==> config.mk <==
export PLATFORM = sky130hd
export DESIGN_NAME = wb_test_initiator
export DESIGN_NICKNAME = d
export VERILOG_FILES = /design/src/rtl/wb_test_pkg.sv /design/src/rtl/wbi_timeout_ctr.sv /design/src/rtl/wb_test_initiator.sv
export SDC_FILE = /design/constraint.sdc
export NUM_CORES = 1
export LEC_CHECK = 0
export BUFFER_PORTS_ARGS = -buffer_cell sky130_fd_sc_hd__buf_2
export CORE_ASPECT_RATIO = 1.2
export CORE_MARGIN = 3
export CORE_UTILIZATION = 42
export CTS_BUF_LIST = sky130_fd_sc_hd__clkbuf_16
export DETAILED_ROUTE_END_ITERATION = 6
export PLACE_DENSITY = 0.77
export SYNTH_ARGS = -nofsm -noshare
export SYNTH_HDL_FRONTEND = slang
export SYNTH_SLANG_ARGS = --single-unit
==> constraint.sdc <==
create_clock -name wb_clk_i -period 3.6 [get_ports wb_clk_i]
set_input_delay 0.36 -clock wb_clk_i [delete_from_list [all_inputs] [get_ports wb_clk_i]]
set_output_delay 0.36 -clock wb_clk_i [all_outputs]
set_load 0.005 [all_outputs]
==> src/rtl/wb_test_pkg.sv <==
// -----------------------------------------------------------------------------
// wb_test_pkg
// Shared definitions for the Wishbone test initiator:
//   - state_t        : initiator FSM states (IDLE / BUS / RESP)
//   - WB_ADR_W/DAT_W/SEL_W : Wishbone classic widths
//   - TIMEOUT_DEFAULT: default bus-cycle timeout, in clock cycles
//   - TMO_CNT_W      : width of the timeout counter (covers 1..255)
// -----------------------------------------------------------------------------
package wb_test_pkg;

    localparam int WB_ADR_W        = 32;
    localparam int WB_DAT_W        = 32;
    localparam int WB_SEL_W        = 4;

    localparam int TIMEOUT_DEFAULT = 255;
    localparam int TMO_CNT_W       = 8;

    typedef enum logic [1:0] {
        IDLE = 2'd0,
        BUS  = 2'd1,
        RESP = 2'd2
    } state_t;

endpackage

==> src/rtl/wbi_timeout_ctr.sv <==
// -----------------------------------------------------------------------------
// wbi_timeout_ctr
// Counts cycles spent waiting for a Wishbone ack and flags the cycle in which
// the wait budget runs out.
//
// Parameters:
//   LIMIT   - number of waiting cycles allowed (1..255)
// Ports:
//   clk     in  1 : clock
//   rst     in  1 : asynchronous active-high reset
//   clear   in  1 : restart the count (issued with each new command)
//   enable  in  1 : a waiting cycle elapsed without ack
//   expire  out 1 : this waiting cycle is the LIMIT-th one
// -----------------------------------------------------------------------------
module wbi_timeout_ctr
    import wb_test_pkg::*;
#(
    parameter int LIMIT = TIMEOUT_DEFAULT
) (
    input  logic clk,
    input  logic rst,
    input  logic clear,
    input  logic enable,
    output logic expire
);

    localparam logic [TMO_CNT_W-1:0] LAST = TMO_CNT_W'(LIMIT - 1);

    logic [TMO_CNT_W-1:0] cnt;

    always_ff @(posedge clk or posedge rst) begin
        if (rst) begin
            cnt <= '0;
        end else if (clear) begin
            cnt <= '0;
        end else if (enable) begin
            cnt <= cnt + 1'b1;
        end
    end

    // cnt holds the number of waiting cycles already elapsed, so the edge
    // closing the LIMIT-th cycle is the one where cnt == LIMIT-1. The owner
    // leaves BUS on that edge, so cnt never needs to wrap.
    assign expire = enable && (cnt == LAST);

endmodule

==> src/rtl/wb_test_initiator.sv <==
// -----------------------------------------------------------------------------
// wb_test_initiator
// Wishbone classic single-transfer initiator. Accepts one command at a time on
// a valid/ready stream, runs one Wishbone read or write, and returns read data
// (or a timeout error) on a response stream held until accepted.
//
// Build option: define WB_TEST_INITIATOR_TIMEOUT_EN to enable the bus timeout.
// Without it BUS waits for ack indefinitely and rsp_err is constant 0.
//
// Parameters:
//   TIMEOUT_CYCLES - max cycles stb stays high awaiting ack (1..255)
//   CNT_W          - width of the completed-transfer counter
// Ports:
//   wb_clk_i, wb_rst_i         : clock, async active-high reset
//   cmd_valid/cmd_ready        : command handshake
//   cmd_we/adr/dat/sel         : command payload
//   rsp_valid/rsp_ready        : response handshake
//   rsp_dat/rsp_err            : read data (0 for writes/errors), timeout flag
//   txn_count                  : acked transfers, wraps
//   wbm_cyc_o/stb_o/we_o/sel_o/adr_o/dat_o : Wishbone master outputs
//   wbm_ack_i/dat_i            : Wishbone responder inputs
// -----------------------------------------------------------------------------
module wb_test_initiator
    import wb_test_pkg::*;
#(
    parameter int TIMEOUT_CYCLES = TIMEOUT_DEFAULT,
    parameter int CNT_W          = 16
) (
    input  logic                wb_clk_i,
    input  logic                wb_rst_i,

    input  logic                cmd_valid,
    output logic                cmd_ready,
    input  logic                cmd_we,
    input  logic [WB_ADR_W-1:0] cmd_adr,
    input  logic [WB_DAT_W-1:0] cmd_dat,
    input  logic [WB_SEL_W-1:0] cmd_sel,

    output logic                rsp_valid,
    input  logic                rsp_ready,
    output logic [WB_DAT_W-1:0] rsp_dat,
    output logic                rsp_err,
    output logic [CNT_W-1:0]    txn_count,

    output logic                wbm_cyc_o,
    output logic                wbm_stb_o,
    output logic                wbm_we_o,
    output logic [WB_SEL_W-1:0] wbm_sel_o,
    output logic [WB_ADR_W-1:0] wbm_adr_o,
    output logic [WB_DAT_W-1:0] wbm_dat_o,
    input  logic                wbm_ack_i,
    input  logic [WB_DAT_W-1:0] wbm_dat_i
);

    state_t state;
    logic   cmd_fire;

    // Handshake signals are pure state decodes; cmd_ready is additionally
    // held low while reset is asserted so nothing is accepted in reset.
    assign cmd_ready = (state == IDLE) && !wb_rst_i;
    assign rsp_valid = (state == RESP);
    assign cmd_fire  = cmd_valid && cmd_ready;

`ifdef WB_TEST_INITIATOR_TIMEOUT_EN
    logic tmo_expire;

    // Counts only BUS cycles without ack, so an ack on the expiring cycle
    // wins: expire is never raised in a cycle that carries ack.
    wbi_timeout_ctr #(
        .LIMIT (TIMEOUT_CYCLES)
    ) u_tmo (
        .clk    (wb_clk_i),
        .rst    (wb_rst_i),
        .clear  (cmd_fire),
        .enable ((state == BUS) && !wbm_ack_i),
        .expire (tmo_expire)
    );
`else
    assign rsp_err = 1'b0;
`endif

    always_ff @(posedge wb_clk_i or posedge wb_rst_i) begin
        if (wb_rst_i) begin
            state     <= IDLE;
            wbm_cyc_o <= 1'b0;
            wbm_stb_o <= 1'b0;
            wbm_we_o  <= 1'b0;
            wbm_sel_o <= '0;
            wbm_adr_o <= '0;
            wbm_dat_o <= '0;
            rsp_dat   <= '0;
            txn_count <= '0;
`ifdef WB_TEST_INITIATOR_TIMEOUT_EN
            rsp_err   <= 1'b0;
`endif
        end else begin
            case (state)
                IDLE: begin
                    if (cmd_fire) begin
                        // Payload is latched once and stays put for the
                        // whole bus cycle regardless of the command port.
                        wbm_we_o  <= cmd_we;
                        wbm_adr_o <= cmd_adr;
                        wbm_dat_o <= cmd_dat;
                        wbm_sel_o <= cmd_sel;
                        wbm_cyc_o <= 1'b1;
                        wbm_stb_o <= 1'b1;
                        state     <= BUS;
                    end
                end

                BUS: begin
                    if (wbm_ack_i) begin
                        wbm_cyc_o <= 1'b0;
                        wbm_stb_o <= 1'b0;
                        rsp_dat   <= wbm_we_o ? '0 : wbm_dat_i;
                        txn_count <= txn_count + 1'b1;
`ifdef WB_TEST_INITIATOR_TIMEOUT_EN
                        rsp_err   <= 1'b0;
`endif
                        state     <= RESP;
                    end
`ifdef WB_TEST_INITIATOR_TIMEOUT_EN
                    else if (tmo_expire) begin
                        wbm_cyc_o <= 1'b0;
                        wbm_stb_o <= 1'b0;
                        rsp_dat   <= '0;
                        rsp_err   <= 1'b1;
                        state     <= RESP;
                    end
`endif
                end

                RESP: begin
                    // rsp_dat/rsp_err hold; acks arriving here are ignored.
                    if (rsp_ready) begin
                        state <= IDLE;
                    end
                end

                default: state <= IDLE;
            endcase
        end
    end

endmodule

==> summary.md <==
| Metric | Value |
|---|---|
| # Post-CTS Setup Buffers | `0` |
| # H-tree levels | `4` |
| Crit-path max FO | `61` |
| CTS buffer count | `17` |
| Dpl ws | `1660 ps` |
| Global route overflow | `0` |
| Worst clock skew | `11.9 ps` |
| Drt total wl | `11200 um` |
| Max Root-Sink Buffers | `2` |
| Vias | `3519` |
| Actual slew at the worst max-slew pin | `883 ps` |
| Final std cells w/o fill | `731` |
| Syn Nets | `469` |
| CP Launch Type | `flip-flop` |
| Post-route DRC | `0` |
| WL per Instance | `15.3 um` |
| # nets final | `697` |
| Final GP Congestion | `0.746` |
| Syn avg cell area | `13.1 um^2` |
| Initial Util | `44.0%` |
| Dpl cells | `700` |
| Leakage | `0.00336 uW` |
| Skew-Pair Late Insertion Delay | `400 ps` |
| Critical path arrival | `2250 ps` |
| Final WS setup | `1630 ps` |
| Die area | `0.0126 mm^2` |
| Core area | `0.0108 mm^2` |
| Post-DRT Antenna Nets | `0` |
| Vias/cell | `4.81` |
| Layout cells sized above 1 | `55.1%` |
| WP data required | `3880 ps` |
| Most common cell after layout, fill and taps aside | `buf_2` |
| FMAX | `508 MHz` |
| Clk root buf | `clkbuf_16` |
| Cell area after synthesis | `0.00474 mm^2` |
| P&R area growth vs syn | `38.2%` |
| Antenna violations before repair | `2` |
| Largest net degree at the start of global routing | `74` |
| Fin crit period | `1970 ps` |
| Worst hold path depth | `2` |
| Pwr Density | `770 mW/mm^2` |
| Io pins | `228` |
| Site Rows | `41` |
| Worst vdd ir | `0.356 mV` |
| Cells after synthesis | `362` |
| Register area share after synthesis | `63.4%` |
| Crit path kind | `reg2reg` |
| Max-Cap Viols | `0` |
| RSZ-0062 raised after global routing | `no` |
| Global-route usage over all layers | `18.0%` |
| Library cells used by synthesis | `27` |
| Final worst-path cycle share | `54.7%` |
| Crit end category | `flip-flop` |
| Hold Crit Class | `in2reg` |
| Final hold vios | `0` |
| Fin util | `60.8%` |
| # diodes | `0` |
| Global-route wire length before repair | `17300 um` |
| Slew Limit Fails | `0` |
| Sum Neg Setup Slack | `0 ps` |
| Clk sink count | `120` |
| R2R cell count | `4` |
| DRT iter0 DRCs | `84` |
| Commonest cells after routing, fill and taps aside | `226 x buf_2, 120 x dfrtp_1, 70 x mux2_2` |
| Setup-failing EPs final | `0` |
| Initial DRT Pass Iterations | `6` |
| Vias in the first global route | `3553` |
| Slew HR | `41.1%` |
| Status | `finished clean` |
| Port bufs | `226` |
| DP Wirelength | `8200 um` |
| DIE HEIGHT | `122 um` |
| CTS tree | `done` |
| Clock-pin slew on the worst setup and hold paths | `50 ps` |
| Synth warn | `0` |
| Cts hold-fix bufs | `0` |
| Post-CTS Resized | `0` |
| Synth Register Bits | `120` |
| Die W | `103 um` |
## stage by stage
stage               total power (uW)  hold WS (ps)  area [um^2]
detailed placement              3480           466         5980
CTS                             5120           138         6550
finish                          5040           162         6550
global placement                3400           452         5980
global route                    5380           163         6550
floorplan                       2750           465         4740
## power breakdown
| group | switching, uW | internal [uW] | total (uW) |
|---|---|---|---|
| clock network | 559 | 1060 | 1620 |
| registers | 289 | 1840 | 2130 |
| logic | 555 | 739 | 1290 |
| total | 1400 | 3640 | 5040 |
## cell type report
cell class                      count  area, um^2
Clock buffer                       17         425
Clock inverter                     14         144
Fill cell                         910        4220
Inverter                            5        21.3
Multi-Input combinational cell    216        1620
Sequential cell                   120        3000
Tap cell                          129         161
Timing Repair Buffer              230        1170
## registers in the layout (all words and copies together) (netlist names)
| name | cells |
|---|---|
| wbm_adr_o | 32 |
| wbm_sel_o | 4 |
| wbm_we_o | 1 |
| rsp_dat | 32 |
| wbm_dat_o | 32 |
| txn_count | 16 |
| wbm_stb_o | 1 |
| state | 2 |
## final timing paths
kind / startpoint / to / slack [ps]
min in group asynchronous: wb_rst_i / wbm_stb_o$_DFFE_PP0P_ / 170
hold / removal: rsp_ready / state[1]$_DFFE_PP0P_ / 160
hold reg to reg: rsp_dat[6]$_DFFE_PP0P_ / rsp_dat[6]$_DFFE_PP0P_ / 470
max in group asynchronous: wb_rst_i / rsp_dat[23]$_DFFE_PP0P_ / 2500
setup reg to reg: state[0]$_DFFE_PP0P_ / wbm_dat_o[18]$_DFFE_PP0P_ / 1630
setup / recovery: state[0]$_DFFE_PP0P_ / wbm_dat_o[18]$_DFFE_PP0P_ / 1630
## worst max-delay path: stages, from the launching register on
cell and delay, ps:
dfrtp_1 440, nor3_1 290, and2_2 370, buf_12 320
mux2_2 380
## synthesized netlist by cell type
master | count | area share (%)
nor3_1 | 2 | 0.21
ha_1 | 1 | 0.26
nand4_1 | 2 | 0.26
nand3b_4 | 1 | 0.42
buf_2 | 8 | 0.85
or4_1 | 1 | 0.16
or2_2 | 2 | 0.26
a21o_1 | 1 | 0.16
mux2_2 | 70 | 17
conb_1 | 1 | 0.079
nor2_1 | 7 | 0.55
inv_1 | 5 | 0.40
nand3_1 | 6 | 0.63
buf_1 | 1 | 0.079
xnor2_1 | 8 | 1.5
and4_1 | 1 | 0.18
nand2b_1 | 33 | 4.4
o21ai_0 | 33 | 3.5
dfrtp_1 | 120 | 63
nor3b_1 | 1 | 0.16
clkbuf_1 | 10 | 0.79
buf_4 | 2 | 0.32
and2_1 | 1 | 0.13
nand2_1 | 36 | 2.9
xor2_1 | 7 | 1.3
nor4_4 | 1 | 0.45
and3_1 | 1 | 0.13
## logic make-up (layout without fill, tap and decap cells)
logic type	count (synthesis)	in the layout	synth area share (%)
AOI/OAI and AO/OA	34	34	3.65
DFF	120	120	63.4
adders and majority gates	1	1	0.264
muxes	70	70	16.6
buffers and inverters	26	266	2.43
and+or+nand+nor	95	95	10.8
xor gates and xnor gates	15	15	2.77
other	1	1	0.0792
## routing by layer
layer	track usage [%]	vias up	part of all wire, %
li1	-	1677	-
met1	20.7	1658	39
met2	29.1	157	50
met3	7.96	23	9.0
met4	7.53	4	2.3
met5	0	-	0.24
No activity file was read; power rests on OpenSTA's default activity.
